<file path="src/rtl/apb_req_arbiter.sv">
// apb_req_arbiter: round-robin sequencer sharing one APB bridge command port
// between NREQ requesters. One command is in flight at a time. Read data and
// error are returned only to the granted requester.
// Ports:
//   PCLK, PRESET        clock (posedge), asynchronous active-high reset
//   req_valid/req_write per-requester command valid and direction (1 = write)
//   req_addr/req_wdata  packed per-requester address / write data
//   req_ready           one-hot pulse, command captured
//   rsp_valid           one-hot pulse, transfer finished
//   rsp_rdata/rsp_err   response data / error, valid with rsp_valid
//   transfer, READ_WRITE, apb_write_paddr, apb_read_paddr, apb_write_data
//                       command to the bridge
//   apb_read_data_out, PSLVERR, xfer_done
//                       completion from the bridge
module apb_req_arbiter #(
    parameter int unsigned NREQ    = 4,
    parameter int unsigned ADDR_W  = 9,
    parameter int unsigned DATA_W  = 8,
    parameter int unsigned TIMEOUT = 64
) (
    input  logic                     PCLK,
    input  logic                     PRESET,
    input  logic [NREQ-1:0]          req_valid,
    input  logic [NREQ-1:0]          req_write,
    input  logic [NREQ*ADDR_W-1:0]   req_addr,
    input  logic [NREQ*DATA_W-1:0]   req_wdata,
    output logic [NREQ-1:0]          req_ready,
    output logic [NREQ-1:0]          rsp_valid,
    output logic [DATA_W-1:0]        rsp_rdata,
    output logic                     rsp_err,
    output logic                     transfer,
    output logic                     READ_WRITE,
    output logic [ADDR_W-1:0]        apb_write_paddr,
    output logic [ADDR_W-1:0]        apb_read_paddr,
    output logic [DATA_W-1:0]        apb_write_data,
    input  logic [DATA_W-1:0]        apb_read_data_out,
    input  logic                     PSLVERR,
    input  logic                     xfer_done
);

    localparam int unsigned IDX_W = (NREQ > 1) ? $clog2(NREQ) : 1;
    localparam int unsigned CNT_W = (TIMEOUT > 0) ? $clog2(TIMEOUT + 1) : 1;
    localparam logic [CNT_W-1:0] CNT_LAST = CNT_W'((TIMEOUT > 0) ? TIMEOUT - 1 : 0);
    localparam logic [CNT_W-1:0] CNT_MAX  = CNT_W'(TIMEOUT);

    typedef enum logic [1:0] {
        S_IDLE = 2'd0,
        S_WAIT = 2'd1,
        S_RESP = 2'd2
    } state_t;

    state_t             state_q, state_d;
    logic [IDX_W-1:0]   idx_q, idx_d;
    logic [IDX_W-1:0]   ptr_q, ptr_d;
    logic [CNT_W-1:0]   cnt_q, cnt_d;

    logic [NREQ-1:0]    req_ready_d, rsp_valid_d;
    logic [DATA_W-1:0]  rsp_rdata_d;
    logic               rsp_err_d, transfer_d, rw_d;
    logic [ADDR_W-1:0]  wpaddr_d, rpaddr_d;
    logic [DATA_W-1:0]  wdata_d;

    logic               win_found;
    logic [IDX_W-1:0]   win_idx;
    logic [IDX_W-1:0]   cand;

    // Round-robin pick: first valid requester after the last granted one
    always_comb begin
        win_found = 1'b0;
        win_idx   = '0;
        cand      = '0;
        for (int unsigned k = 1; k <= NREQ; k++) begin
            cand = IDX_W'((32'(ptr_q) + k) % NREQ);
            if (!win_found && req_valid[cand]) begin
                win_found = 1'b1;
                win_idx   = cand;
            end
        end
    end

    // Next-state and next-output logic
    always_comb begin
        state_d     = state_q;
        idx_d       = idx_q;
        ptr_d       = ptr_q;
        cnt_d       = cnt_q;
        req_ready_d = '0;
        rsp_valid_d = '0;
        rsp_rdata_d = '0;
        rsp_err_d   = 1'b0;
        transfer_d  = transfer;
        rw_d        = READ_WRITE;
        wpaddr_d    = apb_write_paddr;
        rpaddr_d    = apb_read_paddr;
        wdata_d     = apb_write_data;

        case (state_q)
            S_IDLE: begin
                if (win_found) begin
                    idx_d       = win_idx;
                    ptr_d       = win_idx;
                    req_ready_d = NREQ'(1) << win_idx;
                    transfer_d  = 1'b1;
                    rw_d        = ~req_write[win_idx];
                    cnt_d       = '0;
                    state_d     = S_WAIT;
                    // Unused direction's address/data are forced to zero
                    if (req_write[win_idx]) begin
                        wpaddr_d = req_addr[32'(win_idx) * ADDR_W +: ADDR_W];
                        wdata_d  = req_wdata[32'(win_idx) * DATA_W +: DATA_W];
                        rpaddr_d = '0;
                    end else begin
                        wpaddr_d = '0;
                        wdata_d  = '0;
                        rpaddr_d = req_addr[32'(win_idx) * ADDR_W +: ADDR_W];
                    end
                end
            end
            S_WAIT: begin
                if (TIMEOUT != 0 && cnt_q != CNT_MAX) begin
                    cnt_d = cnt_q + 1'b1;
                end
                // Completion takes precedence over a coincident timeout
                if (xfer_done) begin
                    transfer_d         = 1'b0;
                    rsp_rdata_d        = READ_WRITE ? apb_read_data_out : '0;
                    rsp_err_d          = PSLVERR;
                    rsp_valid_d[idx_q] = 1'b1;
                    state_d            = S_RESP;
                end else if (TIMEOUT != 0 && cnt_q == CNT_LAST) begin
                    transfer_d         = 1'b0;
                    rsp_err_d          = 1'b1;
                    rsp_valid_d[idx_q] = 1'b1;
                    state_d            = S_RESP;
                end
            end
            S_RESP: begin
                state_d = S_IDLE;
            end
            default: begin
                state_d = S_IDLE;
            end
        endcase
    end

    // State and output registers
    always_ff @(posedge PCLK or posedge PRESET) begin
        if (PRESET) begin
            state_q         <= S_IDLE;
            idx_q           <= '0;
            ptr_q           <= IDX_W'(NREQ - 1);
            cnt_q           <= '0;
            req_ready       <= '0;
            rsp_valid       <= '0;
            rsp_rdata       <= '0;
            rsp_err         <= 1'b0;
            transfer        <= 1'b0;
            READ_WRITE      <= 1'b0;
            apb_write_paddr <= '0;
            apb_read_paddr  <= '0;
            apb_write_data  <= '0;
        end else begin
            state_q         <= state_d;
            idx_q           <= idx_d;
            ptr_q           <= ptr_d;
            cnt_q           <= cnt_d;
            req_ready       <= req_ready_d;
            rsp_valid       <= rsp_valid_d;
            rsp_rdata       <= rsp_rdata_d;
            rsp_err         <= rsp_err_d;
            transfer        <= transfer_d;
            READ_WRITE      <= rw_d;
            apb_write_paddr <= wpaddr_d;
            apb_read_paddr  <= rpaddr_d;
            apb_write_data  <= wdata_d;
        end
    end

endmodule
</file>
<file path="config.mk">
export PLATFORM = sky130hd
export DESIGN_NAME = apb_req_arbiter
export DESIGN_NICKNAME = d
export VERILOG_FILES = /design/src/rtl/apb_req_arbiter.sv
export SDC_FILE = /design/constraint.sdc
export NUM_CORES = 1
export LEC_CHECK = 0
export ABC_AREA = 1
export CAP_MARGIN = 40
export CORE_MARGIN = 2
export CORE_UTILIZATION = 41
export DETAILED_ROUTE_END_ITERATION = 6
export PLACE_DENSITY = 0.89
export SLEW_MARGIN = 20
export SYNTH_ARGS = -nofsm -noshare
export SYNTH_HDL_FRONTEND = slang
export SYNTH_SLANG_ARGS = --single-unit
</file>
<file path="constraint.sdc">
create_clock -name PCLK -period 1.7 [get_ports PCLK]
set_input_delay 0.255 -clock PCLK [delete_from_list [all_inputs] [get_ports PCLK]]
set_output_delay 0.255 -clock PCLK [all_outputs]
set_load 0.03 [all_outputs]
</file>
==> Yosys cells after proc, flatten, opt, wreduce, memory -nomap -nowiden <==
Index checks and enable logic that the tools add are counted.
{ "classes": {"mux": 45, "bitwise": 1, "n_reduce_logical": 13, "n_mul": 1, "n_eq_ne": 6, "n_lt_le_gt_ge": 7, "n_shift": 3, "addsub": 5} }
{ "op_table": {"columns": ["operator", "count"], "rows": [
  ["36-bit by 7-bit variable part select with 9-bit output", 1],
  ["8-bit two-way mux", 4],
  ["32-bit by 6-bit variable part select with 8-bit output", 1],
  ["4-bit two-way mux", 5],
  ["2-bit by 3-bit < comparator with 1-bit output, second input constant", 6],
  ["9-bit two-way mux", 2],
  ["1-bit two-way mux", 16],
  ["2-bit two-way mux", 7],
  ["7-bit two-way mux", 2],
  ["7-bit one-hot mux with 2 select lines", 1],
  ["1-bit binary-select mux with 2-bit select", 5],
  ["7-bit by 1-bit adder with 7-bit output, second input constant", 1],
  ["7-bit by 6-bit == test with 1-bit output, second input constant", 1],
  ["7-bit != test, second input constant", 1],
  ["2-bit by 4-bit multiplier with 6-bit output, second input constant", 1],
  ["3-bit AND reduction", 2],
  ["2-bit by 1-bit adder with 2-bit output, second input constant", 2],
  ["2-bit adder, second input constant", 2],
  ["1-bit logical AND", 4],
  ["2-bit != test, second input constant", 2],
  ["2-bit one-hot mux with 2 select lines", 1],
  ["2-bit AND reduction", 2],
  ["1-bit by 2-bit << shifter with 4-bit output, first input constant", 1],
  ["1-bit zero test", 3],
  ["8 further kinds", 8]
]} }
{ "totals": {"reg_bits": 58, "input_bits": 88, "out_inout_bits": 45} }

==> Longest topological paths before layout <==
Gate-level depths: netlist (run 1).
{ "depth": {"word_depth": 16, "ltp_mapped": 17} }

==> Least setup slack after synthesis (run 1) <==
No wires, ideal clock.
{ "synth_path": {"path_type": "reg-to-reg", "start": "register ptr_q[0]", "end": "register apb_read_paddr[0]", "required_ps": 1576, "path_stages_with_launch": 16, "path_buffers": 2, "arrival_ps": 1764, "slack_ps": -188, "synth_period_minus_slack_ps": 1888, "cell_sequence": "dfstp_2 > buf_6 > inv_8 > nand2_1 > nand2_2 > nand2_2 > nand2_4 > nor2_4 > nand3_2 > nand2_4 > nand2_4 > buf_6 > nand2_2 > nand3_4 > nand3_4 > o21bai_2"} }
{ "synth_between": {"elab_chain_len": 16} }
{ "synth_rtl": {"columns": ["item", "line", "rtl"], "rows": [
  ["from (decl)", "54", "logic [IDX_W-1:0] ptr_q, ptr_d;"],
  ["from (signal assigned)", "151", "ptr_q <= IDX_W'(NREQ - 1);"],
  ["from (signal assigned)", "165", "ptr_q <= ptr_d;"],
  ["2-bit by 1-bit adder with 2-bit output", "73", "cand = IDX_W'((32'(ptr_q) + k) % NREQ);"],
  ["1-bit binary-select mux with 2-bit select", "74", "if (!win_found && req_valid[cand]) begin"],
  ["1-bit two-way mux (implied by the code)", "74", null],
  ["1-bit two-way mux", "74", null],
  ["1-bit zero test", "74", null],
  ["1-bit logical AND", "74", null],
  ["1-bit two-way mux", "74", null],
  ["1-bit zero test", "74", null],
  ["1-bit logical AND", "74", null],
  ["1-bit two-way mux", "74", null],
  ["1-bit zero test", "74", null],
  ["1-bit logical AND", "74", null],
  ["2-bit two-way mux", "74", null],
  ["2-bit by 4-bit multiplier with 6-bit output or 1-bit binary-select mux with 2-bit select (tied branches)", "115, 108", null],
  ["36-bit by 7-bit variable part select with 9-bit output or 1-bit two-way mux (tied branches)", "115, 108", null],
  ["9-bit two-way mux", "108", "if (req_write[win_idx]) begin"],
  ["to (signal assigned)", "174", "apb_read_paddr <= rpaddr_d;"],
  ["to (decl)", "34", "output logic [ADDR_W-1:0] apb_read_paddr,"]
]} }
Several ways; a longest one is shown, not always the timed one. The select of a mux whose other input is x is not followed.
A chain may end at the register's enable or synchronous reset.

==> Worst setup path after layout (run 1) <==
{ "layout_path": {"start": "register ptr_q[0]", "end": "register apb_write_data[4]"} }
{ "layout_between": {"elab_chain_len": 16} }
{ "layout_rtl": {"columns": ["item", "line", "rtl"], "rows": [
  ["parallel branches: the longest is 16 deep, another holds 2-bit by 1-bit adder with 2-bit output", null, null],
  ["to (signal assigned)", "175", "apb_write_data <= wdata_d;"],
  ["to (decl)", "35", "output logic [DATA_W-1:0] apb_write_data,"]
]} }
Parallel ways; which one is timed is not known. The select of a mux whose other input is x is not followed.

==> reports/metrics.cfg, run 1 <==
[run_status]
status = finished with violations
violations = negative setup slack

[timing]
setup_viol = 44
min_period_ns = 2.258
fin_skew_ns = 0.01125
finalCritPeriodShare = 1.328
hold_viol = 0
rsz0062_at_grt = yes
slew_violations = 0
tightestPinTransition_ns = 0.7755
worst_slack_ns = -0.5582
fmax_mhz = 442.8
max_slew_margin = 0.4773

[synthesis]
syn_area_um2 = 3621
synth-main-ff-cell = dfrtp_1
yosysWarnings = 0
ys_ff_latch = 58
syn_nets = 582
synth_seq_area_share = 0.4015
synthCells = 492
async_reset_ff_frac = 1.000
synth_edf_count = 0
syn_area_per_cell_um2 = 7.360
synth_cell_type_count = 33

[detailed_routing]
wl_um = 12180
first_pass_iters = 7
wl_per_cell_um = 15.67
drcViolationCount = 0
detail-route-antenna-nets = 0
dr.first_iter.drc_count = 327
vias_per_cell = 5.136
route.vias.total = 3991

[clocking]
clock_latency_ns = 0.36
cts_sinks = 58
cts_buffer_depth = 2
numCtsBuffers = 9
cts_max_level = 3
cts_tree = yes
clk_pin_slew_ns = 0.08
holdBufCountCts = 0
cts_root_buffer = clkbuf_8

[floorplan]
fp.coreArea_um2 = 8636
std_cell_rows = 34
start_util = 0.4193
fp.dieH_um = 97.98
ios = 133
die_x_um = 97.98
die_area_um2 = 9599

[setup_path]
crit_required_ns = 2.00
r2r_end = apb_write_data[4]$_DFFE_PP0P_
start_kind = register
reg2reg_from = ptr_q[0]$_DFFE_PP1P_
cp.arrival_ns = 2.56
path_cells = inv_8 -> nand2_2 -> nand2_4 -> nand2_4 -> nand2_4 -> nor2_4 -> nand3_2 -> nand2_4 -> buf_6 -> buf_4 -> nand3_1 -> nand2_1 -> nand2_1 -> nand2_1 -> nand3_2 -> nand2_1
worstSetupPathDepth = 16
cp-endpoint = apb_write_data[4]$_DFFE_PP0P_
slowest_stage = dfstp_2
worst-setup-path-type = reg2reg
crit_path_max_fanout = 8
critical-path-top-delay-family = simple AND/OR/NAND/NOR gates
worst_setup_path_end_kind = register
r2r_setup_slack_ns = -0.56
crit_buf_inv = 3
ff2ff_path_depth = 16
startpoint = ptr_q[0]$_DFFE_PP1P_
cpPeakStageDelay_ns = 0.67

[final_layout]
drive_above_1_share = 0.2332
fill_cells = 621
n_antenna_cell = 0
multi_input_area_um2 = 2011
final_common_cell = nand2_1
seq_area_um2 = 1455
nets = 754
fin_area_um2 = 5995
final_cell_mix = 159 x nand2_1, 127 x clkdlybuf4s50_1, 57 x inv_1
instances_no_fill = 777
fin_util = 0.6941
syn_to_final_growth_pct = 65.55

[grt]
grt_max_degree = 59
grt_overflow = 0
grt_pass1_vias = 3987
track_usage = 0.2460
grt_pass1_wl_um = 18950
grt_antenna_before_repair = 0

[power_and_ir_drop]
peakVddDrop_uv = 1203
leakagePower_uw = 0.003045
power_density_nw_per_um2 = 2449
total_power_uw = 14680

[flow_run]
max_cap_viol_count = 0

[placed_design]
dp_cells = 744
gp_congestion = 0.9533
placed_area_um2 = 5281
dp_hpwl_um = 8057
port_buffers = 132

[min_path]
hold_class = in2async

[sequential cells by signal (all words and copies together) (netlist names), 2 cells and up]
signal	cells
apb_read_paddr	9
apb_write_data	8
apb_write_paddr	9
cnt_q	7
idx_q	2
ptr_q	2
req_ready	4
rsp_rdata	8
rsp_valid	4
state_q	2
[metrics by stage]
stage / setup slack (ns) / TNS [ns] / hold WS (ns)
6_report: -0.5582 / -21.01 / 0.2740
4_1_cts: -0.4207 / -14.60 / 0.3010
2_1_floorplan: -0.1693 / -4.187 / 0.3415
3_5_place_dp: -0.5118 / -18.35 / 0.4500
5_1_grt: -0.6668 / -24.58 / 0.3390
3_3_place_gp: -0.4289 / -15.67 / 0.4443
[report_power, final]
part / switching (µW) / internal [µW] / total [µW]
sequential: 285 / 1860 / 2140
clock: 629 / 834 / 1460
combinational: 6370 / 4700 / 11100
total: 7290 / 7390 / 14700
[timing repair]
item	CTS	global route
endpoints found under the setup margin	44	53
gates resized for setup	57	26
cloned	4	3
pin swaps	5	7
setup buffers	5	5
[worst min-delay path, cell delays in order]
cell             delay, ns
clkdlybuf4s50_1       0.41
inv_2                 0.07
buf_12                0.28
[layer usage]
layer  vias up  global-route usage  share of wire  wire length [µm]
li1       1876                   -              -                 -
met1      1909              0.2980           0.39              4700
met2       173              0.4378           0.52              6333
met3        33             0.03937          0.068               826
met4         0             0.09509          0.026               319
met5         -                   0              0                 0
[worst min-delay path by stage]
stage	from	end	slack, ns	cells after the start
2_1_floorplan	xfer_done	rsp_err$_DFF_PP0_	0.34	1
3_3_place_gp	idx_q[0]$_DFFE_PP0P_	rsp_valid[2]$_DFF_PP0_	0.44	1
3_5_place_dp	idx_q[1]$_DFFE_PP0P_	rsp_valid[0]$_DFF_PP0_	0.45	1
4_1_cts	PRESET	rsp_err$_DFF_PP0_	0.30	3
5_1_grt	PRESET	apb_read_paddr[6]$_DFFE_PP0P_	0.34	3
6_report	PRESET	apb_read_paddr[5]$_DFFE_PP0P_	0.27	3
[synthesized netlist by cell type, drive strengths merged (3+ instances only)]
library cell,n,area (µm²)
nand4,3,18.77
o21ai,11,55.05
nor3,7,35.03
buf,20,152.6
inv,64,250.2
dfrtp,56,1401
o21bai,16,157.7
nor2,32,130.1
nand2,200,818.3
nand3,49,315.3
a21oi,6,33.78
nand3b,17,127.6
[cells by family after synthesis]
| logic type | synth area share |
|---|---|
| simple gates | 0.3991 |
| buf+inv | 0.1133 |
| flops | 0.4015 |
| compound gates | 0.07429 |
| xor+xnor | 0.004838 |
| fa+ha+maj | 0.006910 |
[area by class of cell]
type / count / share of cell area
repair inverters: 1 / 0.001044
multi-input cells: 350 / 0.3354
clock inverters: 7 / 0.01691
inverters: 64 / 0.04341
well taps: 108 / 0.02254
repair buffers: 180 / 0.3173
flip-flops and latches: 58 / 0.2427
clock buffers: 9 / 0.02066
(Power assumes the default switching activity.)
==> inputs of run 2 (changes only) <==
--- a/config.mk
+++ b/config.mk
@@ -9,9 +9,11 @@
 export CAP_MARGIN = 40
 export CORE_MARGIN = 2
 export CORE_UTILIZATION = 41
+export CTS_CLUSTER_SIZE = 14
 export DETAILED_ROUTE_END_ITERATION = 6
 export PLACE_DENSITY = 0.89
 export SLEW_MARGIN = 20
 export SYNTH_ARGS = -nofsm -noshare
 export SYNTH_HDL_FRONTEND = slang
 export SYNTH_SLANG_ARGS = --single-unit
+export TNS_END_PERCENT = 20
==> reports/metrics.cfg, run 2 (same netlist as run 1, synthesis figures left out) <==
[final_layout]
drive_above_1_share = 0.1875  ; was 0.2332
syn_to_final_growth_pct = 56.77  ; was 65.55%
n_antenna_cell = 0  ; unchanged
multi_input_area_um2 = 1887  ; was 2011 µm²
fin_util = 0.6573  ; was 0.6941
fill_cells = 688  ; was 621
top_regs = apb_read_paddr: 9 flops, apb_write_paddr: 9 flops  ; unchanged
final_cell_mix = 164 x nand2_1, 118 x clkdlybuf4s50_1, 57 x inv_1  ; was 159 x nand2_1, 127 x clkdlybuf4s50_1, 57 x inv_1
final_common_cell = nand2_1  ; unchanged
nets = 741  ; was 754
seq_area_um2 = 1454  ; was 1455 µm²

[setup_path]
worst-setup-path-type = reg2reg  ; unchanged
cp.arrival_ns = 2.39  ; was 2.56 ns
worst_setup_path_end_kind = register  ; unchanged
r2r_end = apb_write_paddr[4]$_DFFE_PP0P_  ; was apb_write_data[4]$_DFFE_PP0P_
ff2ff_path_depth = 15  ; was 16
crit_required_ns = 1.93  ; was 2.00 ns
r2r_setup_slack_ns = -0.46  ; was -0.56 ns
reg2reg_from = ptr_q[0]$_DFFE_PP1P_  ; unchanged
start_kind = register  ; unchanged
crit_path_max_fanout = 8  ; unchanged

[clocking]
clock_latency_ns = 0.34  ; was 0.36 ns
cts_root_buffer = clkbuf_8  ; unchanged
cts_tree = yes  ; unchanged
numCtsBuffers = 9  ; unchanged
cts_sinks = 58  ; unchanged
cts_max_level = 3  ; unchanged
holdBufCountCts = 0  ; unchanged
clk_pin_slew_ns = 0.07  ; was 0.08 ns
cts_buffer_depth = 2  ; unchanged

[timing]
worst_slack_ns = -0.4633  ; was -0.5582 ns
min_period_ns = 2.163  ; was 2.258 ns
hold_viol = 0  ; unchanged
tightestPinTransition_ns = 0.5528  ; was 0.7755 ns
fmax_mhz = 462.3  ; was 442.8 MHz
fin_skew_ns = 0.008999  ; was 0.01125 ns
whs_ns = 0.2129  ; was 0.2740 ns
max_slew_margin = 0.6266  ; was 0.4773
rsz0062_at_grt = yes  ; unchanged
setup_viol = 44  ; unchanged
finalCritPeriodShare = 1.273  ; was 1.328
slew_violations = 0  ; unchanged

[power_and_ir_drop]
leakagePower_uw = 0.003019  ; was 0.003045 µW
clockPowerShare = 0.098  ; was 0.100
swShare = 0.5002  ; was 0.4964
peakVddDrop_uv = 1033  ; was 1203 µV
internal_power_uw = 6402  ; was 7395 µW
power_frac_seq = 0.170  ; was 0.146
power_density_nw_per_um2 = 2256  ; was 2449 nW/µm²
switching_power_uw = 6406  ; was 7288 µW
comb_power_share = 0.732  ; was 0.754

[run_status]
status = finished with violations  ; unchanged
violations = negative setup slack  ; unchanged

[grt]
grt_pass1_vias = 3915  ; was 3987
grt_pass1_wl_um = 17770  ; was 18950 µm
grt_antenna_before_repair = 0  ; unchanged
grt_max_degree = 30  ; was 59
grt_overflow = 0  ; unchanged
track_usage = 0.2274  ; was 0.2460

[floorplan]
start_util = 0.4193  ; unchanged
die_area_um2 = 9599  ; unchanged
fp.coreArea_um2 = 8636  ; unchanged
fp.dieH_um = 97.98  ; unchanged
ios = 133  ; unchanged
std_cell_rows = 34  ; unchanged
die_x_um = 97.98  ; unchanged

[detailed_routing]
vias_per_cell = 4.948  ; was 5.136
route.vias.total = 3780  ; was 3991
first_pass_iters = 4  ; was 7
wl_um = 10620  ; was 12180 µm
dr.first_iter.drc_count = 120  ; was 327
drcViolationCount = 0  ; unchanged
detail-route-antenna-nets = 0  ; unchanged
wl_per_cell_um = 13.90  ; was 15.67 µm

[placed_design]
port_buffers = 132  ; unchanged
dp_hpwl_um = 8258  ; was 8057 µm
preCtsSetupSlack_ns = -0.5322  ; was -0.5118 ns
gp_congestion = 0.8708  ; was 0.9533

[flow_run]
max_cap_viol_count = 0  ; unchanged

[min_path]
hold_class = in2async  ; unchanged

-- run 2: cell count changes in the layout (fill, tap and decap cells not counted), sizes merged, moves of 2 or more --
cell / change
clkdlybuf4s50: -9
dlygate4sd2: +3
dlymetal6s2s: +6
buf: -10
clkinv: +2
inv: -2
clkinvlp: -2
-- run 2: layout make-up --
type	count	area share
clock buffers	11	0.02491
clock inverters	5	0.009478
inverters	64	0.04408
multi-input cells	349	0.3324
flip-flops and latches	58	0.2561
well taps	108	0.02380
repair buffers	169	0.3092
-- run 2: worst max-delay path by stage --
stage	start	to	slack (ns)	depth (start not counted)
final	ptr_q[0]$_DFFE_PP1P_	apb_write_paddr[4]$_DFFE_PP0P_	-0.46	15
after global routing	ptr_q[0]$_DFFE_PP1P_	apb_write_data[6]$_DFFE_PP0P_	-0.59	16
after CTS	ptr_q[0]$_DFFE_PP1P_	apb_write_data[6]$_DFFE_PP0P_	-0.42	16
after detailed placement	req_valid[3]	apb_write_data[6]$_DFFE_PP0P_	-0.53	15
after global placement	req_valid[3]	apb_write_paddr[6]$_DFFE_PP0P_	-0.49	14
after floorplan	ptr_q[0]$_DFFE_PP1P_	apb_write_data[0]$_DFFE_PP0P_	-0.18	16
-- run 2: repair_timing --
item / CTS / global route
endpoints found under the setup margin: 47 / 55
pin swaps: 5 / 3
hold endpoints to repair: 0 / 0
buffers inserted: 1 / 2
resized for setup: 19 / 31
cloned: 1 / 1
-- run 2: critical path: stages (launching register included) --
cell      delay (ns)
dfstp_2         0.68
inv_8           0.07
nand2_2         0.07
nand2_2         0.06
nand2_2         0.09
nand2_4         0.08
nor2_4          0.11
nand3_2         0.09
nand2_4         0.14
buf_12          0.14
buf_4           0.12
nand3b_1        0.07
nand2_1         0.09
nand2_2         0.08
nand2_4         0.08
o21bai_2        0.06
-- run 2: per-layer routing --
layer | vias to the layer above | GRT usage | routed length, µm
li1 | 1847 | - | -
met1 | 1760 | 0.2639 | 4199
met2 | 146 | 0.3994 | 5373
met3 | 27 | 0.06084 | 689
met4 | 0 | 0.08974 | 355
met5 | - | 0 | 0
-- run 2: power by group through the flow --
stage                     combinational [µW]  clock (µW)  sequential [µW]
after floorplan                         5300           0             2680
after global placement                  8420           0             2170
after detailed placement                8690           0             2190
after CTS                               9040        1280             2170
after global routing                   10300        1340             2220
final                                   9370        1260             2180
-- run 2: stage by stage --
step,TNS (ns),std cells,instance area (µm²),total power (µW)
after floorplan,-4.980,492,3632,7984
after global placement,-16.24,743,5273,10600
after detailed placement,-18.20,743,5273,10880
after CTS,-12.85,761,5539,12490
after global routing,-19.43,764,5677,13870
final,-14.69,764,5677,12810
